File: src/rtl/rv32i_pkg.sv
// rv32i_pkg: shared RV32I encoding types for the instruction encoder.
//   instr_fmt_e  : instruction format selector (codes 6 and 7 are illegal)
//   OPC_*        : base opcode constants
//   NOP_INSTR    : canonical NOP (addi x0,x0,0) emitted for illegal formats
//   enc_req_t    : one input beat as held in pipeline stage 1
//   imm_fits     : range helper, true when imm[31:msb] is a pure sign extension
package rv32i_pkg;

   typedef enum logic [2:0] {
      FMT_R = 3'd0,
      FMT_I = 3'd1,
      FMT_S = 3'd2,
      FMT_B = 3'd3,
      FMT_U = 3'd4,
      FMT_J = 3'd5
   } instr_fmt_e;

   localparam logic [6:0] OPC_LUI    = 7'h37;
   localparam logic [6:0] OPC_AUIPC  = 7'h17;
   localparam logic [6:0] OPC_JAL    = 7'h6F;
   localparam logic [6:0] OPC_JALR   = 7'h67;
   localparam logic [6:0] OPC_BRANCH = 7'h63;
   localparam logic [6:0] OPC_LOAD   = 7'h03;
   localparam logic [6:0] OPC_STORE  = 7'h23;
   localparam logic [6:0] OPC_OP_IMM = 7'h13;
   localparam logic [6:0] OPC_OP     = 7'h33;

   localparam logic [31:0] NOP_INSTR = 32'h0000_0013;

   typedef struct packed {
      logic [2:0]  fmt;
      logic [6:0]  opcode;
      logic [4:0]  rd;
      logic [4:0]  rs1;
      logic [4:0]  rs2;
      logic [2:0]  funct3;
      logic [6:0]  funct7;
      logic [31:0] imm;
   } enc_req_t;

   // All bits from msb upward must equal the sign bit; an arithmetic shift
   // collapses them into a word that is either all zeros or all ones.
   function automatic logic imm_fits(input logic [31:0] imm, input int unsigned msb);
      logic [31:0] hi;
      hi = $unsigned($signed(imm) >>> msb);
      return (hi == '0) || (hi == '1);
   endfunction

endpackage

File: src/rtl/instr_field_pack.sv
// instr_field_pack: combinational packer, fmt + fields + imm -> RV32I word.
//   fmt/opcode/rd/rs1/rs2/funct3/funct7/imm : beat fields (unused fields ignored)
//   instruction : packed word (truncated packing even when the imm is bad)
//   imm_err     : imm out of range / misaligned for fmt, or fmt illegal
module instr_field_pack
   import rv32i_pkg::*;
#(
   parameter int DataWidth = 32
) (
   input  logic [2:0]           fmt,
   input  logic [6:0]           opcode,
   input  logic [4:0]           rd,
   input  logic [4:0]           rs1,
   input  logic [4:0]           rs2,
   input  logic [2:0]           funct3,
   input  logic [6:0]           funct7,
   input  logic [DataWidth-1:0] imm,
   output logic [DataWidth-1:0] instruction,
   output logic                 imm_err
);

   always_comb begin
      instruction = NOP_INSTR;
      imm_err     = 1'b1;
      case (instr_fmt_e'(fmt))
         FMT_R: begin
            instruction = {funct7, rs2, rs1, funct3, rd, opcode};
            imm_err     = 1'b0;
         end
         FMT_I: begin
            instruction = {imm[11:0], rs1, funct3, rd, opcode};
            imm_err     = !imm_fits(imm, 11);
         end
         FMT_S: begin
            instruction = {imm[11:5], rs2, rs1, funct3, imm[4:0], opcode};
            imm_err     = !imm_fits(imm, 11);
         end
         FMT_B: begin
            instruction = {imm[12], imm[10:5], rs2, rs1, funct3, imm[4:1], imm[11], opcode};
            imm_err     = !imm_fits(imm, 12) || imm[0];
         end
         FMT_U: begin
            instruction = {imm[31:12], rd, opcode};
            imm_err     = (imm[11:0] != 12'h000);
         end
         FMT_J: begin
            instruction = {imm[20], imm[10:1], imm[11], imm[19:12], rd, opcode};
            imm_err     = !imm_fits(imm, 20) || imm[0];
         end
         default: begin
            // Illegal format codes: emit a harmless NOP flagged as an error.
            instruction = NOP_INSTR;
            imm_err     = 1'b1;
         end
      endcase
   end

endmodule

File: src/rtl/instruction_encoder.sv
// instruction_encoder: two-stage valid/ready pipeline that packs instruction
// fields into an RV32I word, flags bad immediates, and counts output beats.
//   clk, rst              : clock, synchronous active-high reset
//   in_valid / in_ready   : input handshake (in_ready combinational from out_ready)
//   fmt..imm              : input beat fields
//   out_valid / out_ready : output handshake
//   instruction, imm_err  : encoded word and its error flag
//   enc_count, err_count  : saturating counts of output handshakes (all / erroneous)
module instruction_encoder
   import rv32i_pkg::*;
#(
   parameter int DataWidth = 32,
   parameter int CntWidth  = 16
) (
   input  logic                 clk,
   input  logic                 rst,
   input  logic                 in_valid,
   output logic                 in_ready,
   input  logic [2:0]           fmt,
   input  logic [6:0]           opcode,
   input  logic [4:0]           rd,
   input  logic [4:0]           rs1,
   input  logic [4:0]           rs2,
   input  logic [2:0]           funct3,
   input  logic [6:0]           funct7,
   input  logic [DataWidth-1:0] imm,
   output logic                 out_valid,
   input  logic                 out_ready,
   output logic [DataWidth-1:0] instruction,
   output logic                 imm_err,
   output logic [CntWidth-1:0]  enc_count,
   output logic [CntWidth-1:0]  err_count
);

   enc_req_t               in_req;
   enc_req_t               s1_req;
   logic                   s1_valid;
   logic                   s1_en;
   logic                   s2_en;
   logic [DataWidth-1:0]   pack_word;
   logic                   pack_err;
   logic                   out_fire;

   assign in_req = '{fmt: fmt, opcode: opcode, rd: rd, rs1: rs1, rs2: rs2,
                     funct3: funct3, funct7: funct7, imm: imm};

   // Each stage advances when its successor is empty or draining, so bubbles
   // collapse and a full pipe still moves one beat per cycle.
   assign s2_en    = !out_valid || out_ready;
   assign s1_en    = !s1_valid || s2_en;
   assign in_ready = s1_en;
   assign out_fire = out_valid && out_ready;

   instr_field_pack #(.DataWidth(DataWidth)) u_pack (
      .fmt         (s1_req.fmt),
      .opcode      (s1_req.opcode),
      .rd          (s1_req.rd),
      .rs1         (s1_req.rs1),
      .rs2         (s1_req.rs2),
      .funct3      (s1_req.funct3),
      .funct7      (s1_req.funct7),
      .imm         (s1_req.imm),
      .instruction (pack_word),
      .imm_err     (pack_err)
   );

   always_ff @(posedge clk) begin
      if (rst) begin
         s1_valid    <= 1'b0;
         s1_req      <= '0;
         out_valid   <= 1'b0;
         instruction <= '0;
         imm_err     <= 1'b0;
         enc_count   <= '0;
         err_count   <= '0;
      end else begin
         if (s1_en) begin
            s1_valid <= in_valid;
            if (in_valid) s1_req <= in_req;
         end
         if (s2_en) begin
            out_valid <= s1_valid;
            if (s1_valid) begin
               instruction <= pack_word;
               imm_err     <= pack_err;
            end
         end
         if (out_fire) begin
            if (enc_count != '1)           enc_count <= enc_count + 1'b1;
            if (imm_err && err_count != '1) err_count <= err_count + 1'b1;
         end
      end
   end

endmodule
File: config.mk
export PLATFORM = sky130hd
export DESIGN_NAME = instruction_encoder
export DESIGN_NICKNAME = d
export VERILOG_FILES = /design/src/rtl/rv32i_pkg.sv /design/src/rtl/instr_field_pack.sv /design/src/rtl/instruction_encoder.sv
export SDC_FILE = /design/constraint.sdc
export NUM_CORES = 1
export LEC_CHECK = 0
export CAP_MARGIN = 20
export CORE_ASPECT_RATIO = 1.1
export CORE_UTILIZATION = 50
export DETAILED_ROUTE_END_ITERATION = 10
export GPL_TIMING_DRIVEN = 0
export MAX_ROUTING_LAYER = met4
export PLACE_DENSITY = 0.79
export SLEW_MARGIN = 20
export SYNTH_ARGS = -nofsm -noshare
export SYNTH_HDL_FRONTEND = slang
export SYNTH_SLANG_ARGS = --single-unit
File: constraint.sdc
create_clock -name clk -period 1.77 [get_ports clk]
set_input_delay 0.354 -clock clk [delete_from_list [all_inputs] [get_ports clk]]
set_output_delay 0.354 -clock clk [all_outputs]
set_load 0.01 [all_outputs]
==> impl_metrics.env, run 1 <==
export IMPL_arrival_ps=1390
export IMPL_relSlewSlack_pct=58.60
export IMPL_clk_transition_reported_paths_ps=60
export IMPL_insertion_delay_ps=420
export IMPL_ys_seq_area_share_pct=46.52
export IMPL_cts_sinks=134
export IMPL_cts_tree="done"
export IMPL_syn_area_per_cell_um2=8.009
export IMPL_hold_path_startpoint="s1_req[56]"
export IMPL_synth_top_area_cell="dfxtp_1"
export IMPL_antenna_found_initial=0
export IMPL_syn_instance_count=720
export IMPL_dpl_hpwl_um=12710
export IMPL_critical_path_buf_inv_count=1
export IMPL_ys_top_cells_by_area="dfxtp_1 (47%), nand2_1 (10%), a21oi_1 (6.2%)"
export IMPL_start_util_pct=52.14
export IMPL_globalRouteMet1Util_pct=33.89
export IMPL_die_area_um2=11970
export IMPL_num_io_pins=138
export IMPL_synthTopCellsByCount="nand2_1 (158), dfxtp_1 (134), nor2_1 (77)"
export IMPL_antenna_cells=0
export IMPL_grt_total_usage_pct=30.15
export IMPL_num_vias=5955
export IMPL_cts_max_path_buffers=2
export IMPL_ys_flop_type="dfxtp_1"
export IMPL_fin_setup_tns_ps=0
export IMPL_rows=40
export IMPL_grt_busiest_layer="met2"
export IMPL_whs_endpoint="s1_req[56]"
export IMPL_overflow=0
export IMPL_portBuffers=136
export IMPL_die_y_um=114.6
export IMPL_layout_drive_gt1_share_pct=11.04
export IMPL_status="complete, no violations"
export IMPL_grt_pass1_vias=5668
export IMPL_syn_to_final_growth_pct=39.70
export IMPL_ctsHoldBuffers=0
export IMPL_wl_um=17540
export IMPL_dp_slack_ps=-567.2
export IMPL_slowest_delay_ps=560
export IMPL_syn_nets=793
export IMPL_grt_use_met3_pct=5.407
export IMPL_cp_top_family="buffers and inverters"
export IMPL_hold_violations=0
export IMPL_timing_rr_end="err_count[9]"
export IMPL_fmax_mhz=574.0
export IMPL_finalSetupViolations=0
export IMPL_syn_cell_area_um2=5767
export IMPL_core_um2=11060
export IMPL_netlist_area_leader_share_pct=46.52
export IMPL_htree_levels=4
export IMPL_ys_ff_latch=134
export IMPL_die_width_um=104.4
export IMPL_startpoint_type="flip-flop"
export IMPL_grt_max_degree=17
export IMPL_reg2reg_depth=7
export IMPL_worst_pin_slew_ps=621.1
export IMPL_worstPathRequired_ps=1420
export IMPL_viasPerCell=5.754
export IMPL_drc=0
export IMPL_cp_cell_sequence="clkdlybuf4s50_1"
export IMPL_finalMaxSlewViolations=0
export IMPL_post_drt_wl_per_cell_um=16.95
export IMPL_min_period_over_period_pct=98.43
export IMPL_end_kind="primary output"
export IMPL_drt_iter0_markers=424
export IMPL_skew_ps=5.027
export IMPL_place_gp_congestion=0.9548
export IMPL_cpMaxStageDelayCell="clkdlybuf4s50_1"
export IMPL_vdd_drop_max_uv=680.1
export IMPL_yosys_warnings=0
export IMPL_fin_crit_ps=1742
export IMPL_min_path_cells=2
export IMPL_antenna_left=0
export IMPL_setup_ws_ps=27.87
export IMPL_rrSetupSlack_ps=30
export IMPL_hold_class="flip-flop to flip-flop"
export IMPL_rr_startpoint="err_count[0]"
export IMPL_synth_distinct_cells=46
export IMPL_critical_path_class="flip-flop to primary output"
export IMPL_grt_pass1_wl_um=27410
export IMPL_p_leak_nw=2.925
export IMPL_max_cap_violations=0
export IMPL_startpoint="err_count[3]"
export IMPL_whs_ps=457.6
export IMPL_synth_edf_count=0
export IMPL_powerDensity_nw_per_um2=954.1
export IMPL_nets=948
export IMPL_numCtsBuffers=17
export IMPL_synth_most_common_cell="nand2_1"
export IMPL_crit_fanout=7
export IMPL_synth_async_reset_ratio_pct=0
export IMPL_power_w=0.007687
export IMPL_gr_usage_met2_pct=51.08
export IMPL_cts_root_buf="clkbuf_16"
export IMPL_first_pass_iters=5
[worst max path at each step]
| stage | depth (start not counted) | slack [ps] | end |
|---|---|---|---|
| 2_1_floorplan | 7 | 50 | err_count[15] |
| 3_3_place_gp | 9 | -520 | s1_req[64] |
| 3_5_place_dp | 9 | -570 | s1_req[33] |
| 4_1_cts | 1 | 0.9 | imm_err |
| 5_1_grt | 6 | -30 | instruction[20] |
| 6_report | 1 | 30 | err_count[3] |
[cell families after synthesis]
group | after synthesis | share of synthesized area, %
flops | 134 | 46.52
buf+inv | 65 | 4.686
mux | 7 | 1.215
compound gates | 160 | 17.68
fa+ha+maj | 2 | 0.4339
xor+xnor | 31 | 4.708
simple gates | 321 | 24.76
[worst min-delay path, delay by kind of cell, from the launching register on]
family             cells  cell delay (ps)
AOI/OAI and AO/OA      1               50
DFF                    1              310
and+or+nand+nor        1               50
[state kept, by name (all words and copies together) (netlist names)]
signal and count:
instruction 32, enc_count 16, s1_req 67, out_valid 1, err_count 16, imm_err 1, s1_valid 1
[metrics by stage]
stage	std cells	cell area (µm²)	utilization (%)
after detailed placement	1003	7312	66.11
after floorplan	720	5767	-
after CTS	1036	7968	72.04
after global placement	1003	7312	66.11
final	1035	8056	72.84
after global routing	1035	8056	72.84
[what timing repair did]
action | 4_1_cts | 5_1_grt
pin swaps | 1 | 1
endpoints found under the hold margin | 0 | 0
gates resized for setup | 18 | 47
setup buffers | 1 | 0
setup endpoints to repair | 55 | 115
[metal layers]
metal / up-vias / wire (µm)
li1: 2807 / -
met1: 2812 / 7063
met2: 274 / 8757
met3: 62 / 1056
met4: 0 / 664
met5: - / 0
[area by class of cell]
class,count,area [µm²]
Inverter,13,48.80
Timing Repair Buffer,137,1376
Fill cell,827,3004
Clock buffer,23,488.0
Clock inverter,9,122.6
Tap cell,147,183.9
Buffer,51,245.2
Sequential cell,134,2718
Multi-Input combinational cell,521,2874
[power by group]
part	internal, W	switching, W	total, W
Combinational	0.000382	0.000407	0.000789
Sequential	0.00315	0.000117	0.00327
Clock	0.00235	0.00128	0.00363
[layout by cell type, fill, tap and decap left out, drive strengths merged, types with 17 or more instances in the layout]
cell	count
nand2	158
dfxtp	134
clkdlybuf4s50	130
nor2	77
a21oi	72
clkbuf	61
a22oi	24
xnor2	21
o21ai	19
nand3	18
o221ai	17
Power figures use the tool's default switching activity.
==> run 2: changes to the inputs <==
--- a/config.mk
+++ b/config.mk
@@ -6,4 +6,5 @@
 export NUM_CORES = 1
 export LEC_CHECK = 0
+export ABC_CLOCK_PERIOD_IN_PS = 1800
 export CAP_MARGIN = 20
 export CORE_ASPECT_RATIO = 1.1
==> constraint.sdc (replaced) <==
create_clock -name clk -period 1.8 [get_ports clk]
set_input_delay 0.36 -clock clk [delete_from_list [all_inputs] [get_ports clk]]
set_output_delay 0.36 -clock clk [all_outputs]
set_load 0.05 [all_outputs]
==> run 2 against run 1 <==
  * Global-route usage rose by 0.29 points
  * Die area did not move
  * Clock-buffer cell count fell by 2
  * Total power rose by 2.0%
  * Routed wire length fell by 1.4%
  * Clock skew rose by 2.9 ps
  * Sequential power fell by 2%
  * Critical path type unchanged
  * Critical endpoint is now enc_count[5]
  * Largest power group unchanged
  * Highest routed layer unchanged
==> impl_metrics.env, run 2 (same netlist as run 1, synthesis figures left out) <==
export IMPL_status="complete, no violations"
export IMPL_timing_rr_end="err_count[13]"
export IMPL_vdd_drop_max_uv=563.7
export IMPL_post_drt_wl_per_cell_um=16.71
export IMPL_hold_class="input pin to flip-flop"
export IMPL_antenna_left=0
export IMPL_num_vias=5794
export IMPL_viasPerCell=5.598
export IMPL_die_area_um2=11970
export IMPL_numCtsBuffers=17
export IMPL_first_pass_iters=5
export IMPL_place_gp_congestion=0.9139
export IMPL_slowest_delay_ps=550
export IMPL_final_common_cell="nand2_1"
export IMPL_overflow=0
export IMPL_num_io_pins=138
export IMPL_critical_path_class="flip-flop to primary output"
export IMPL_fin_crit_ps=1738
export IMPL_dpl_hpwl_um=12490
export IMPL_grt_pass1_wl_um=27600
export IMPL_startpoint_type="flip-flop"
export IMPL_hold_violations=0
export IMPL_nets=948
export IMPL_p_int_w=0.005876
export IMPL_min_path_cells=4
export IMPL_fmax_mhz=575.3
export IMPL_portBuffers=136
export IMPL_reg2reg_depth=7
export IMPL_top_regs="s1_req x67, instruction x32"
export IMPL_clockPowerShare_pct=47.7
export IMPL_antenna_found_initial=0
export IMPL_antenna_cells=0
export IMPL_grt_total_usage_pct=30.44
export IMPL_hold_path_startpoint="out_ready"
export IMPL_finalSetupViolations=0
export IMPL_wl_um=17300
export IMPL_rr_startpoint="err_count[0]"
export IMPL_min_period_over_period_pct=96.57
export IMPL_end_kind="primary output"
export IMPL_syn_to_final_growth_pct=38.23
export IMPL_finalMaxSlewViolations=0
export IMPL_cpMaxStageDelayCell="dlygate4sd2_1"
export IMPL_die_y_um=114.6
export IMPL_rows=40
export IMPL_grt_pass1_vias=5676
export IMPL_largest_reg_flops=67
export IMPL_rrSetupSlack_ps=100
export IMPL_worst_pin_slew_ps=776.6
export IMPL_cts_tree="done"
export IMPL_grt_max_degree=17
export IMPL_final_cell_mix="nand2_1 (157), dfxtp_1 (111), nor2_1 (76)"
export IMPL_crit_fanout=4
export IMPL_p_switching_w=0.001964
export IMPL_max_cap_violations=0
export IMPL_rsz0062_at_grt="no"
export IMPL_cts_root_buf="clkbuf_16"
export IMPL_cts_sinks=134
export IMPL_fin_cells=1035
export IMPL_drt_iter0_markers=414
export IMPL_cp_cell_sequence="dlygate4sd2_1"
export IMPL_htree_levels=4
export IMPL_skew_ps=7.958
export IMPL_comb_power_share_pct=11.2
export IMPL_regMostFlops="s1_req"
export IMPL_arrival_ps=1380
export IMPL_worstPathRequired_ps=1440
export IMPL_placed_cells=1003
export IMPL_start_util_pct=52.14
export IMPL_whs_endpoint="out_valid"
export IMPL_ctsHoldBuffers=0
export IMPL_p_leak_nw=3.172
export IMPL_die_width_um=104.4
export IMPL_clk_transition_reported_paths_ps=60
export IMPL_seqPwrFrac_pct=41.0
export IMPL_drc=0
export IMPL_layout_drive_gt1_share_pct=10.81
export IMPL_core_um2=11060
export IMPL_critical_path_buf_inv_count=1
export IMPL_relSlewSlack_pct=48.23
export IMPL_powerDensity_nw_per_um2=983.5
export IMPL_swShare_pct=25.05
export IMPL_power_w=0.007840
export IMPL_cp_top_family="buffers and inverters"
export IMPL_cts_max_path_buffers=2
export IMPL_fin_setup_tns_ps=0
export IMPL_insertion_delay_ps=420
## run 2: how the worst max path moves through the flow
stage	cells past startpoint	to	startpoint
after CTS	4	in_ready	out_ready
after detailed placement	4	in_ready	out_ready
after floorplan	8	s1_req[29]	out_valid
final	1	enc_count[5]	enc_count[5]
after global placement	4	in_ready	out_ready
after global routing	6	instruction[27]	s1_req[66]
## run 2: layout make-up
class | instances | area (µm²)
Clock buffer | 21 | 470.5
Tap cell | 147 | 183.9
Sequential cell | 134 | 2716
Buffer | 51 | 239.0
Timing Repair Buffer | 137 | 1287
Multi-Input combinational cell | 521 | 2855
Fill cell | 923 | 3089
Clock inverter | 11 | 170.2
Inverter | 13 | 48.80
## run 2: metal layers
metal	share of wire [%]	routed length (µm)	global-route usage, %
met4	3.3	564	15.33
met2	50	8608	52.05
met1	42	7205	34.32
met5	0	0	-
met3	5.3	916	5.407
## run 2: power by group through the flow
stage	Sequential, W	Combinational (W)	Clock, W
floorplan	0.00339	0.000372	0
global placement	0.00327	0.000880	0
detailed placement	0.00327	0.000893	0
CTS	0.00321	0.000872	0.00376
global route	0.00322	0.000951	0.00390
finish	0.00322	0.000881	0.00374
## run 2: repair_timing
item                                    4_1_cts  5_1_grt
resized for setup                            68       28
buffers inserted                              0        1
endpoints found under the setup margin       76       82
pin swaps                                     0        4
## run 2: per-stage QoR
stage	instance area, µm²	hold WS, ps	util, %	worst slack, ps
after floorplan	5808	432.0	-	3.414
after global placement	7353	442.0	66.48	-437.4
after detailed placement	7353	448.9	66.48	-433.5
after CTS	7915	456.2	71.56	-161.9
after global routing	7971	379.0	72.07	8.783
final	7971	366.7	72.07	61.76
==> run 3: changes to the inputs <==
- RECOVER_POWER: unset -> 50
==> run 3 against run 2 <==
  * Routed wire length down 0.37%
  * Design area fell by 0.31%
  * Sequential cell count is the same
  * Clock power about the same
  * Core utilization fell by 0.23 points
  * Sequential power barely moved
  * Critical path type unchanged
  * Final cell count is the same
==> impl_metrics.env, run 3 (same netlist as run 1, synthesis figures left out) <==
export IMPL_cp_cell_sequence="dlygate4sd2_1"
export IMPL_num_io_pins=138
export IMPL_post_drt_wl_per_cell_um=16.65
export IMPL_power_w=0.007827
export IMPL_rows=40
export IMPL_min_period_over_period_pct=96.54
export IMPL_finalSetupViolations=0
export IMPL_skew_ps=8.662
export IMPL_antenna_cells=0
export IMPL_core_um2=11060
export IMPL_critical_path_buf_inv_count=1
export IMPL_antenna_found_initial=0
export IMPL_max_cap_violations=0
export IMPL_overflow=0
export IMPL_worstPathRequired_ps=1440
export IMPL_critical_path_class="flip-flop to primary output"
export IMPL_p_leak_nw=3.129
export IMPL_dpl_cell_area_um2=7353
export IMPL_cts_sinks=134
export IMPL_fin_cells=1035
export IMPL_powerDensity_nw_per_um2=985.0
export IMPL_rr_startpoint="err_count[0]"
export IMPL_end_kind="primary output"
export IMPL_die_width_um=104.4
export IMPL_wl_um=17230
export IMPL_postLayoutCellArea_um2=7946
export IMPL_whs_endpoint="out_valid"
export IMPL_cts_max_path_buffers=2
export IMPL_fillers=931
export IMPL_regMostFlops="s1_req"
export IMPL_drc=0
export IMPL_numCtsBuffers=17
export IMPL_rsz0062_at_grt="no"
export IMPL_worst_pin_slew_ps=777.5
export IMPL_hold_path_startpoint="out_ready"
export IMPL_timing_rr_end="err_count[13]"
export IMPL_insertion_delay_ps=420
export IMPL_first_pass_iters=5
export IMPL_viasPerCell=5.598
export IMPL_clk_transition_reported_paths_ps=60
export IMPL_start_util_pct=52.14
export IMPL_num_vias=5794
export IMPL_place_gp_congestion=0.9139
export IMPL_syn_to_final_growth_pct=37.80
export IMPL_status="complete, no violations"
export IMPL_slowest_delay_ps=550
export IMPL_dp_slack_ps=-433.5
export IMPL_startpoint_type="flip-flop"
export IMPL_htree_levels=4
export IMPL_portBuffers=136
export IMPL_largest_reg_flops=67
export IMPL_min_path_cells=4
export IMPL_die_y_um=114.6
export IMPL_fmax_mhz=575.5
export IMPL_die_area_um2=11970
export IMPL_setup_ws_ps=62.23
export IMPL_reg2reg_depth=7
export IMPL_final_cell_mix="nand2_1 (158), dfxtp_1 (113), nor2_1 (76)"
export IMPL_cp_top_family="buffers and inverters"
export IMPL_grt_max_degree=17
export IMPL_hold_violations=0
export IMPL_top_regs="s1_req x67, instruction x32"
export IMPL_nets=948
export IMPL_startpoint="enc_count[6]"
export IMPL_antenna_left=0
export IMPL_grt_pass1_vias=5676
export IMPL_fin_crit_ps=1738
export IMPL_arrival_ps=1380
export IMPL_final_common_cell="nand2_1"
export IMPL_cts_root_buf="clkbuf_16"
export IMPL_placed_cells=1003
export IMPL_relSlewSlack_pct=48.17
export IMPL_ctsHoldBuffers=0
export IMPL_grt_total_usage_pct=30.44
export IMPL_path_depth=1
export IMPL_finalMaxSlewViolations=0
export IMPL_layout_drive_gt1_share_pct=10.36
export IMPL_hold_class="input pin to flip-flop"
export IMPL_grt_pass1_wl_um=27600
export IMPL_drt_iter0_markers=418
export IMPL_cpMaxStageDelayCell="dlygate4sd2_1"
export IMPL_rrSetupSlack_ps=110
export IMPL_dpl_hpwl_um=12490
export IMPL_cts_tree="done"
export IMPL_crit_fanout=5
export IMPL_fin_setup_tns_ps=0
export IMPL_vdd_drop_max_uv=563.7
run 3: worst max-delay path by stage:
stage                    to  slack [ps]
2_1_floorplan    s1_req[29]           3
3_3_place_gp       in_ready        -440
3_5_place_dp       in_ready        -430
4_1_cts            in_ready        -160
5_1_grt          s1_req[54]           6
6_report       enc_count[6]          60
run 3: routing by layer:
| layer | vias up | routed length (µm) | global-route usage (%) | part of all wire [%] |
|---|---|---|---|---|
| li1 | 2804 | - | - | - |
| met1 | 2713 | 7090 | 34.32 | 41 |
| met2 | 229 | 8606 | 52.05 | 50 |
| met3 | 48 | 950 | 5.407 | 5.5 |
| met4 | 0 | 584 | 15.33 | 3.4 |
| met5 | - | 0 | - | 0 |
run 3: cell type report:
cell class	count	area [µm²]	share of cell area, %
multi-input combinational	521	2841	35.76
sequential	134	2714	34.15
timing repair buffer	137	1279	16.09
clock buffer	21	470.5	5.920
buffer	51	239.0	3.007
tap	147	183.9	2.315
clock inverter	11	170.2	2.141
inverter	13	48.80	0.6141
run 3: power by group:
part | leakage [nW] | internal [W] | switching (W)
Clock | 0.318 | 0.00243 | 0.00130
Combinational | 1.70 | 0.000343 | 0.000535
Sequential | 1.11 | 0.00310 | 0.000118
run 3: metrics by stage:
step                utilization, %  hold slack (ps)
floorplan                        -            432.0
global placement             66.48            442.0
detailed placement           66.48            448.9
CTS                          71.56            456.2
global route                 71.84            374.2
finish                       71.84            351.2
run 3: what timing repair did:
action,4_1_cts,5_1_grt
cloned,0,0
setup buffers,0,1
resized for setup,68,28
pin swaps,0,4
endpoints found under the setup margin,76,82
